[src/rtl/fifo_write_arbiter_pkg.sv]
// ---------------------------------------------------------------------------
// fifo_write_arbiter_pkg
// Shared types and helpers for the multi-producer FIFO write arbiter.
//   arb_state_t    : arbiter FSM encoding (IDLE = nobody granted, GRANT = one-hot)
//   onehot_to_idx  : converts a one-hot port vector (up to MAX_PORTS) to an index
// ---------------------------------------------------------------------------
package fifo_write_arbiter_pkg;

    localparam int unsigned MAX_PORTS = 16;
    localparam int unsigned MAX_IDX_W = 4;

    typedef enum logic [0:0] {
        ST_IDLE  = 1'b0,
        ST_GRANT = 1'b1
    } arb_state_t;

    // Index of the set bit of a one-hot vector; zero when the vector is empty.
    function automatic logic [MAX_IDX_W-1:0] onehot_to_idx(input logic [MAX_PORTS-1:0] onehot);
        logic [MAX_IDX_W-1:0] idx;
        idx = '0;
        for (int unsigned i = 0; i < MAX_PORTS; i++) begin
            if (onehot[i]) begin
                idx = MAX_IDX_W'(i);
            end
        end
        return idx;
    endfunction

endpackage

[src/rtl/fifo_rr_pick.sv]
// ---------------------------------------------------------------------------
// fifo_rr_pick
// Combinational round-robin picker. Searches the request vector starting at
// (i_ptr + 1) mod NUM_PORTS and returns the first requester as a one-hot grant.
//   i_req       : per-port request vector
//   i_ptr       : index of the port granted last
//   o_gnt_c     : one-hot grant (all zero when nobody requests)
//   o_valid_c   : high when o_gnt_c has a bit set
// ---------------------------------------------------------------------------
module fifo_rr_pick #(
    parameter int unsigned NUM_PORTS = 4
) (
    input  logic [NUM_PORTS-1:0]         i_req,
    input  logic [$clog2(NUM_PORTS)-1:0] i_ptr,
    output logic [NUM_PORTS-1:0]         o_gnt_c,
    output logic                         o_valid_c
);

    localparam int unsigned PTR_W = $clog2(NUM_PORTS);

    // The last-granted port is visited last, so it only wins when alone.
    always_comb begin
        logic [PTR_W-1:0] w_idx;
        o_gnt_c   = '0;
        o_valid_c = 1'b0;
        w_idx     = '0;
        for (int unsigned k = 1; k <= NUM_PORTS; k++) begin
            w_idx = PTR_W'((32'(i_ptr) + k) % NUM_PORTS);
            if (!o_valid_c && i_req[w_idx]) begin
                o_gnt_c[w_idx] = 1'b1;
                o_valid_c      = 1'b1;
            end
        end
    end

endmodule

[src/rtl/fifo_write_arbiter.sv]
// ---------------------------------------------------------------------------
// fifo_write_arbiter
// Merges NUM_PORTS producer write ports into one downstream FIFO write port.
// A registered one-hot grant selects one producer at a time; a port keeps the
// grant for up to MAX_BURST words, then the next requester round-robin wins.
// A single-word output register decouples the downstream full flag.
//   clk, reset     : rising-edge clock, asynchronous active-high reset
//   in_full_n      : per-port ready (granted port and output space available)
//   in_write       : per-port write strobe / request
//   in_din         : per-port data, port i at [i*DATA_WIDTH +: DATA_WIDTH]
//   out_full_n     : downstream not-full
//   out_write      : downstream write strobe
//   out_write_ce   : downstream write clock enable (always 1)
//   out_din        : downstream write data
// ---------------------------------------------------------------------------
module fifo_write_arbiter
    import fifo_write_arbiter_pkg::*;
#(
    parameter int unsigned NUM_PORTS  = 4,
    parameter int unsigned DATA_WIDTH = 32,
    parameter int unsigned MAX_BURST  = 16
) (
    input  logic                            clk,
    input  logic                            reset,
    output logic [NUM_PORTS-1:0]            in_full_n,
    input  logic [NUM_PORTS-1:0]            in_write,
    input  logic [NUM_PORTS*DATA_WIDTH-1:0] in_din,
    input  logic                            out_full_n,
    output logic                            out_write,
    output logic                            out_write_ce,
    output logic [DATA_WIDTH-1:0]           out_din
);

    localparam int unsigned PTR_W = $clog2(NUM_PORTS);
    localparam int unsigned CNT_W = $clog2(MAX_BURST + 1);

    // Elaboration-time parameter range checks.
    if (NUM_PORTS < 2 || NUM_PORTS > MAX_PORTS) begin : g_bad_num_ports
        $error("fifo_write_arbiter: NUM_PORTS must be 2..16");
    end
    if (MAX_BURST < 1 || MAX_BURST > 256) begin : g_bad_max_burst
        $error("fifo_write_arbiter: MAX_BURST must be 1..256");
    end

    arb_state_t             r_state;
    arb_state_t             w_state_nxt;
    logic [NUM_PORTS-1:0]   r_grant;
    logic [NUM_PORTS-1:0]   w_grant_nxt;
    logic [PTR_W-1:0]       r_last;
    logic [PTR_W-1:0]       w_last_nxt;
    logic [CNT_W-1:0]       r_burst;
    logic [CNT_W-1:0]       w_burst_nxt;
    logic [CNT_W-1:0]       w_burst_inc;

    logic                   r_out_write;
    logic [DATA_WIDTH-1:0]  r_out_din;

    logic                   w_space;
    logic                   w_gnt_req;
    logic                   w_xfer;
    logic                   w_burst_end;
    logic                   w_rearb;
    logic [NUM_PORTS-1:0]   w_pick_gnt;
    logic                   w_pick_valid;
    logic [DATA_WIDTH-1:0]  w_sel_din;

    // Output register can take a word when empty or when its word drains now.
    assign w_space     = !r_out_write || out_full_n;
    assign w_gnt_req   = |(r_grant & in_write);
    assign w_xfer      = w_gnt_req && w_space;
    assign w_burst_inc = r_burst + CNT_W'(1);
    assign w_burst_end = w_xfer && (w_burst_inc == CNT_W'(MAX_BURST));

    // Round-robin search over the live request vector, starting after r_last.
    fifo_rr_pick #(
        .NUM_PORTS (NUM_PORTS)
    ) u_rr_pick (
        .i_req     (in_write),
        .i_ptr     (r_last),
        .o_gnt_c   (w_pick_gnt),
        .o_valid_c (w_pick_valid)
    );

    // Arbiter state register: FSM state, grant, last-granted pointer, burst count.
    always_ff @(posedge clk or posedge reset) begin
        if (reset) begin
            r_state <= ST_IDLE;
            r_grant <= '0;
            r_last  <= PTR_W'(NUM_PORTS - 1);
            r_burst <= '0;
        end else begin
            r_state <= w_state_nxt;
            r_grant <= w_grant_nxt;
            r_last  <= w_last_nxt;
            r_burst <= w_burst_nxt;
        end
    end

    // Next-state logic. Stall cycles keep the grant and the count untouched
    // as long as the granted port keeps requesting.
    always_comb begin
        w_state_nxt = r_state;
        w_grant_nxt = r_grant;
        w_last_nxt  = r_last;
        w_burst_nxt = r_burst;
        w_rearb     = 1'b0;

        case (r_state)
            ST_IDLE:  w_rearb = 1'b1;
            ST_GRANT: w_rearb = !w_gnt_req || w_burst_end;
        endcase

        if (w_xfer) begin
            w_burst_nxt = w_burst_inc;
        end

        if (w_rearb) begin
            w_burst_nxt = '0;
            w_grant_nxt = w_pick_gnt;
            if (w_pick_valid) begin
                w_state_nxt = ST_GRANT;
                w_last_nxt  = PTR_W'(onehot_to_idx(MAX_PORTS'(w_pick_gnt)));
            end else begin
                w_state_nxt = ST_IDLE;
            end
        end
    end

    // Output logic: ready only from the registered grant, never from in_write.
    always_comb begin
        in_full_n    = '0;
        out_write_ce = 1'b1;
        if (r_state == ST_GRANT && w_space) begin
            in_full_n = r_grant;
        end
    end

    // Data select from the granted port (one-hot AND-OR mux).
    always_comb begin
        w_sel_din = '0;
        for (int unsigned i = 0; i < NUM_PORTS; i++) begin
            if (r_grant[i]) begin
                w_sel_din = w_sel_din | in_din[i*DATA_WIDTH +: DATA_WIDTH];
            end
        end
    end

    // One-word output stage; the word is held while downstream is full.
    always_ff @(posedge clk or posedge reset) begin
        if (reset) begin
            r_out_write <= 1'b0;
            r_out_din   <= '0;
        end else if (w_xfer) begin
            r_out_write <= 1'b1;
            r_out_din   <= w_sel_din;
        end else if (out_full_n) begin
            r_out_write <= 1'b0;
        end
    end

    assign out_write = r_out_write;
    assign out_din   = r_out_din;

endmodule

[config.mk]
export PLATFORM = sky130hd
export DESIGN_NAME = fifo_write_arbiter
export DESIGN_NICKNAME = d
export VERILOG_FILES = /design/src/rtl/fifo_write_arbiter_pkg.sv /design/src/rtl/fifo_rr_pick.sv /design/src/rtl/fifo_write_arbiter.sv
export SDC_FILE = /design/constraint.sdc
export NUM_CORES = 1
export LEC_CHECK = 0
export ABC_AREA = 1
export BUFFER_PORTS_ARGS = -buffer_cell sky130_fd_sc_hd__buf_2
export CAP_MARGIN = 20
export CORE_MARGIN = 5
export CORE_UTILIZATION = 44
export DETAILED_ROUTE_END_ITERATION = 7
export PLACE_DENSITY = 0.81
export SLEW_MARGIN = 10
export SYNTH_ARGS = -nofsm -noshare
export SYNTH_HDL_FRONTEND = slang
export SYNTH_SLANG_ARGS = --single-unit
export TNS_END_PERCENT = 10
[constraint.sdc]
create_clock -name clk -period 2.7 [get_ports clk]
set_clock_uncertainty 0.1 [all_clocks]
set_input_delay 0.54 -clock clk [delete_from_list [all_inputs] [get_ports clk]]
set_output_delay 0.54 -clock clk [all_outputs]
set_load 0.03 [all_outputs]
* Yosys cells after proc, flatten, opt, wreduce, memory -nomap -nowiden
Cells that the tools add are included.
Cells by class: equal/unequal tests 1, reductions and logical operators 21, shift operators 0, bitwise logic cells 8, divide/modulo/power cells 0, add/subtract/negate cells 5, $mul 0, magnitude comparators 8, mux-type cells 38
Operators by type and width (count):
- $mux 32 | 4
- $or 32x32->32 | 3
- $mux 4 | 5
- $mux 1 | 16
- $lt 2x3->1 const B | 4
- $or 4x4->4 | 3
- $logic_and 1x1->1 | 10
- $mux 5 | 2
- $bmux 1 s2 | 4
- $demux 1 s2 | 4
- $ge 2x1->1 const B | 4
- $add 5x1->5 const B | 1
- $eq 5x5->1 const B | 1
- $logic_not 1->1 | 5
- $add 2x1->2 const B | 2
- $add 2x2->2 const B | 2
- $and 4x4->4 | 1
- $mux 2 | 2
- $reduce_bool 2->1 | 2
- $reduce_or 4->1 | 1
- $logic_or 1x1->1 | 2
- $pmux 1 s2 | 1
- $reduce_and 2->1 | 1
- $not 1->1 | 1
Storage, ports and cells: latch bits 0, output and inout port bits 38, flip-flop bits (word level) 45, bits in read-only memories 0, memories kept 0, memory bits (writable) 0, input bits 135

* Depth between registers and ports, before layout
Gate-level depths: netlist of run 1.
depth in word-level cells 16, gate-level depth with buffers 13, mapped depth without buffers 13

* Modules after synthesis
Synthesis of run 1 repeated with hierarchy kept, for this count alone.
Unflattened totals: cells, all modules 420, area total of the unflattened synthesis 3318.2 um2
By module, submodules not included:
- fifo_write_arbiter | area each 2866.5 um2, cells an instance 340, instances 1
- fifo_rr_pick | area each 451.7 um2, cells an instance 80, instances 1

* Worst setup path before layout of run 1
No wires, ideal clock.
path kind flip-flop to flip-flop, start point register r_last[0], end point register r_last[0], stages on the path, launching flop included 14, required time 2527 ps, arrival time 1840 ps, buffers on the path 0, library setup time 73 ps, slack 687 ps, cell sequence dfstp_2 -> inv_2 -> ha_1 -> inv_1 -> nand3_2 -> nand2_4 -> inv_2 -> nand2_1 -> nand2_1 -> clkinv_1 -> nand2_2 -> nor2_4 -> nand2_1 -> a21oi_1
Between the ends: word-level cells in the longest chain between the ends 16
Ends and longest elaborated chain:
- start, declared | line fifo_write_arbiter.sv:49 | logic [PTR_W-1:0] r_last;
- start signal, assigned | line fifo_write_arbiter.sv:89 | r_last <= PTR_W'(NUM_PORTS - 1);
- start signal, assigned | line fifo_write_arbiter.sv:94 | r_last <= w_last_nxt;
- branches (longest 16 deep; another with $lt 2x3->1)
Parallel ways; which one is timed is not known. The select of a mux whose other input is x is not followed. A chain may end at the register's enable or synchronous reset.

* Final worst setup path of run 1
Ends and elaborated chain as after synthesis.

==> results of run 1 <==
==> stage by stage <==
| step | worst slack [ns] | power [mW] | util | cell area, um^2 | instances |
|---|---|---|---|---|---|
| final | 0.471 | 4.25 | 0.613 | 3940 | 626 |
| after global routing | 0.294 | 4.63 | 0.613 | 3940 | 626 |
| after CTS | 0.470 | 4.28 | 0.613 | 3940 | 626 |
| after detailed placement | 0.486 | 3.85 | 0.599 | 3850 | 618 |
| after global placement | 0.569 | 3.77 | 0.599 | 3850 | 618 |
| after floorplan | 0.687 | 3.14 | - | 2950 | 387 |
==> power breakdown <==
part           switching, mW  leakage [nW]  internal [mW]
Sequential             0.188         0.575          0.953
Combinational           1.80          1.57          0.882
Clock                  0.245        0.0445          0.184
Total                   2.23          2.19           2.02
==> worst max-delay path: cells and delay by family, from the launching register on <==
| family | cells | cell delay, ns |
|---|---|---|
| and+or+nand+nor | 7 | 0.63 |
| AOI/OAI and AO/OA | 1 | 0.09 |
| buffers and inverters | 3 | 0.31 |
| DFF | 1 | 0.66 |
| adders and majority gates | 1 | 0.37 |
==> path summary, 6_finish.rpt <==
check	start	endpoint	cells past startpoint
min in group clk	out_din[3]	out_din[3]	2
worst min-delay path	reset	out_din[6]	2
worst max register to register	r_last[0]	r_last[0]	12
worst max-delay path	r_last[0]	r_last[0]	12
worst min register to register	out_din[3]	out_din[3]	2
max in group asynchronous	reset	r_last[1]	3
==> cells in the final DEF (no fill, tap or decap) <==
cell / count
buf_4: 7
clkbuf_8: 5
conb_1: 1
o21ai_0: 38
nor2_1: 17
nand2_2: 7
clkinv_1: 1
nand2_4: 1
clkinv_2: 1
dfrtp_1: 43
nand4_1: 1
a22o_1: 14
xor2_1: 1
nor2_2: 2
inv_2: 6
inv_1: 19
a221oi_1: 32
nand3_1: 17
nor2_4: 3
xnor2_1: 2
dfstp_2: 2
nand4_2: 1
inv_6: 1
ha_1: 10
buf_2: 171
clkinvlp_4: 1
o21ai_1: 1
nand3_2: 4
a21oi_1: 3
buf_12: 1
nand2_1: 135
o31ai_2: 1
==> sequential cells by signal (all words and copies together) (netlist names) <==
signal / count
out_write: 1
r_burst: 5
r_grant: 4
out_din: 32
r_last: 2
r_state: 1
==> cell type report <==
cell class                      count  area, um^2  area share
Multi-Input combinational cell    291        1600       0.405
Sequential cell                    45        1130       0.287
Timing Repair Buffer              179         928       0.236
Inverter                           26        97.6      0.0248
Tap cell                           77        96.3      0.0245
Clock buffer                        5        68.8      0.0175
Clock inverter                      3        21.3     0.00540
==> logic make-up (layout without fill, tap and decap cells) <==
| family | after synthesis | count (layout) | synth area share |
|---|---|---|---|
| XOR/XNOR | 3 | 3 | 0.00890 |
| AO/OA/AOI/OAI | 89 | 89 | 0.212 |
| adder cells (fa/ha/maj) | 10 | 10 | 0.0424 |
| AND/OR/NAND/NOR | 188 | 188 | 0.276 |
| other | 1 | 1 | 0.00127 |
| flip-flops | 45 | 45 | 0.382 |
| buffers and inverters | 51 | 213 | 0.0767 |
==> routing by layer <==
layer / global-route usage / vias up / share of wire
li1: - / 1633 / -
met5: 0 / - / 0
met1: 0.271 / 1507 / 0.38
met3: 0.0516 / 17 / 0.10
met4: 0.0681 / 0 / 0.017
met2: 0.408 / 153 / 0.50
==> Yosys cell counts, types with 2 or more instances <==
| library cell | n |
|---|---|
| buf_2 | 4 |
| inv_2 | 4 |
| o21ai_0 | 38 |
| ha_1 | 10 |
| dfrtp_1 | 43 |
| nor2_1 | 17 |
| nor2_2 | 2 |
| nand2_1 | 135 |
| clkbuf_1 | 14 |
| a22o_1 | 14 |
| dfstp_2 | 2 |
| nand3_2 | 4 |
| a221oi_1 | 32 |
| xnor2_1 | 2 |
| nand3_1 | 17 |
| a21oi_1 | 3 |
| inv_1 | 21 |
| buf_4 | 6 |
| nand2_2 | 7 |
| nor2_4 | 3 |
==> flow_summary.toml, run 1 <==
[worst_setup_path]
reg2reg_slack_ns = 0.47
worstPathMaxFanout = 11
path_common_cell = "nand2_1"
path_class = "register to register"
crit_arrival_ns = 2.36
critPathLaunchType = "register"
end_kind = "register"
crit_chain = "inv_2, ha_1, inv_1, nand3_2, nand2_4, inv_2, nand2_1, nand2_1, nor2_1, nand2_1, nor2_1, a21oi_1"
crit_required_ns = 2.83
critPathSlowestCell = "dfstp_2"
cpPeakStageDelay_ns = 0.66

[detailed_routing]
dr.pass1.iters = 5
drt-total-wl_mm = 9.71
via_per_inst = 5.29
route.detailed.drc = 0
via_count = 3310
wl_per_cell_um = 15.5
first_iter_violations = 141
ant_nets = 0

[synth]
syn_avg_cell_area_um2 = 7.63
synth.net_count = 532
synth_area_leaders = "dfrtp_1 (36%), nand2_1 (17%), a221oi_1 (9.5%), o21ai_0 (6.4%), ha_1 (4.2%)"
synth_area_mm2 = 0.00295
ys_seq_elements = 45
yosysTopAreaCellShare = 0.365
netlist_instances = 387
synth-async-reset-ratio = 1.00
yosysTopAreaCell = "dfrtp_1"
synth_edf_count = 0
yosysUniqueCellTypes = 29
ys.flop_type = "dfrtp_1"
yosys_warnings = 0
ys_seq_area_frac = 0.382

[sta]
fmax_mhz = 449
period_share = 0.826
rsz0062_at_grt = "false"
hold_viol = 0
tns_ns = 0
whs_ns = 0.0808
setup_viol = 0
fin_crit_ns = 2.23
slew_violations = 0

[global_route]
grt_antenna_before_repair = 0
grt_pass1_wl_mm = 15.7
grt_max_degree = 39
grt_pass1_vias = 3201
grt_usage = 0.227
gr-total-overflow = 0

[cts]
post_cts_buffers = 0
tritoncts = "built"
cts_hold_buf = 0
clock_path_buffers = 2
cts_root_buf = "clkbuf_8"
cts_made_buffers = 5
cts_sinks = 45
cts.clk_slew.worst_paths_ns = 0.09
clk_latency_ns = 0.30
htree_levels = 2
post_cts_resized = 0

[flow_run]
maxCapViolations = 0

[finish]
fillers = 571
area_growth_pct = 33.4
nets = 693
drive_above_1_share = 0.390
diodes = 0

[die]
num_rows = 29
ios = 173
die_area_mm2 = 0.00845
core_mm2 = 0.00642
dieWidth_um = 91.9
start_util = 0.460
die-height_um = 91.9

[placement]
gp_congestion = 0.873
port_buffers = 171
hpwl_mm = 7.74

[hold_path]
hold_path.class = "primary input to async pin"

[power]
ir_drop_v = 0.000538
p_leak_nw = 2.19
powerDensity_mw_per_mm2 = 1080

[outcome]
outcome = "finished, final reports clean"
No activity file was read; power rests on OpenSTA's default activity.
==> run 2: changes to the inputs <==
--- a/config.mk
+++ b/config.mk
@@ -9,9 +9,9 @@
 export BUFFER_PORTS_ARGS = -buffer_cell sky130_fd_sc_hd__buf_2
 export CAP_MARGIN = 20
 export CORE_MARGIN = 5
-export CORE_UTILIZATION = 44
+export CORE_UTILIZATION = 40
 export DETAILED_ROUTE_END_ITERATION = 7
-export PLACE_DENSITY = 0.81
+export PLACE_DENSITY = 0.77
 export SLEW_MARGIN = 10
 export SYNTH_ARGS = -nofsm -noshare
 export SYNTH_HDL_FRONTEND = slang
==> constraint.sdc (replaced) <==
create_clock -name clk -period 1.8 [get_ports clk]
set_clock_uncertainty 0.1 [all_clocks]
set_input_delay 0.36 -clock clk [delete_from_list [all_inputs] [get_ports clk]]
set_output_delay 0.36 -clock clk [all_outputs]
set_load 0.03 [all_outputs]
==> flow_summary.toml, run 2 (same netlist as run 1, synthesis figures left out) <==
[finish]
mostFrequentLayoutCells = "buf_2 (169), nand2_1 (129), dfrtp_1 (43)"
fin_cells = 658
largest_reg_flops = 32
diodes = 0
drive_above_1_share = 0.428
final_common_cell = "buf_2"
area_growth_pct = 43.4
fillers = 695
nets = 704
seqCellArea_mm2 = 0.00113
multi_input_area_mm2 = 0.00168

[sta]
setup_ws_ns = -0.0768
fin_crit_ns = 1.88
rsz0062_at_grt = "true"
slew_violations = 0
period_share = 1.04
hold_viol = 0
setup_viol = 4
tns_ns = -0.173
fmax_mhz = 533

[cts]
post_cts_buffers = 0
cts_root_buf = "clkbuf_8"
cts_made_buffers = 5
cts.clk_slew.worst_paths_ns = 0.08
tritoncts = "built"
clk_latency_ns = 0.29
htree_levels = 2
cts_sinks = 45
clock_path_buffers = 2

[die]
die-height_um = 95.9
start_util = 0.409
dieWidth_um = 95.9
num_rows = 31
core_mm2 = 0.00721
ios = 173
die_area_mm2 = 0.00920

[detailed_routing]
via_per_inst = 5.07
ant_nets = 0
via_count = 3339
first_iter_violations = 151
wl_per_cell_um = 15.3
route.detailed.drc = 0
dr.pass1.iters = 4
drt-total-wl_mm = 10.1

[power]
powerDensity_mw_per_mm2 = 1690
power.total_mw = 7.14
p_leak_nw = 2.27
ir_drop_v = 0.000919

[worst_setup_path]
r2r_cells = 12
end_kind = "register"
worstPathMaxFanout = 4
rr_startpoint = "r_last[1]"
crit_arrival_ns = 2.00
worst_r2r_endpoint = "r_last[0]"
reg2reg_slack_ns = -0.08
crit_required_ns = 1.93
critPathLaunchType = "register"
endpoint = "r_last[0]"
startpoint = "r_last[1]"
path_class = "register to register"

[global_route]
grt_pass1_wl_mm = 14.6
grt_usage = 0.204
grt_pass1_vias = 3158
gr-total-overflow = 0
grt_antenna_before_repair = 0
grt_max_degree = 45

[outcome]
failed_checks = "setup timing"
outcome = "finished, violations left"

[placement]
port_buffers = 171
gp_congestion = 0.910
hpwl_mm = 7.84
place_inst = 650

[hold_path]
hold_path.class = "primary input to register"

[flow_run]
maxCapViolations = 0
-- run 2: worst min-delay path by stage --
stage / start / end / depth (start not counted)
floorplan: r_burst[4] / r_burst[4] / 2
global placement: reset / out_din[31] / 2
detailed placement: reset / out_din[31] / 2
CTS: in_din[70] / out_din[6] / 3
global route: in_din[82] / out_din[18] / 3
finish: in_din[70] / out_din[6] / 3
-- run 2: per-layer routing --
metal  GRT usage  share of wire
met5           0              0
met4      0.0782          0.024
met3      0.0422          0.081
met2       0.369           0.52
met1       0.234           0.38
-- run 2: report_power, final --
part           internal [mW]  switching (mW)
sequential              1.43           0.234
clock                  0.404           0.329
combinational           1.72            3.03
total                   3.55            3.59
-- run 2: critical path: stages, from the launching register on --
cell and delay, ns:
dfstp_2 0.57, inv_4 0.04, ha_4 0.30, inv_4 0.05, nand3_1 0.10, nand2_2 0.09, nand3_2 0.11, inv_2 0.04
nand2_1 0.06, nand2_2 0.07, nor2_4 0.11, nand2_1 0.08, a21oi_2 0.12
-- run 2: timing repair --
action | 4_1_cts | 5_1_grt
hold buffers | 1 | 0
resized for setup | 13 | 28
endpoints found under the hold margin | 16 | 0
endpoints found under the setup margin | 9 | 13
pin swaps | 1 | 7
-- run 2: through the flow --
stage	setup WS [ns]	utilization	hold slack, ns	area (um^2)
floorplan	-0.0481	-	0.414	2970
global placement	0.00160	0.552	0.277	3980
detailed placement	-0.0747	0.552	0.289	3980
CTS	-0.0718	0.573	0.252	4140
global route	-0.172	0.587	0.276	4230
finish	-0.0768	0.587	0.258	4230
-- run 2: cell type report --
type / count / share of cell area
multi-input cells: 291 / 0.397
clock inverters: 2 / 0.00828
repair buffers: 190 / 0.257
well taps: 99 / 0.0293
flip-flops and latches: 45 / 0.267
inverters: 26 / 0.0254
clock buffers: 5 / 0.0163
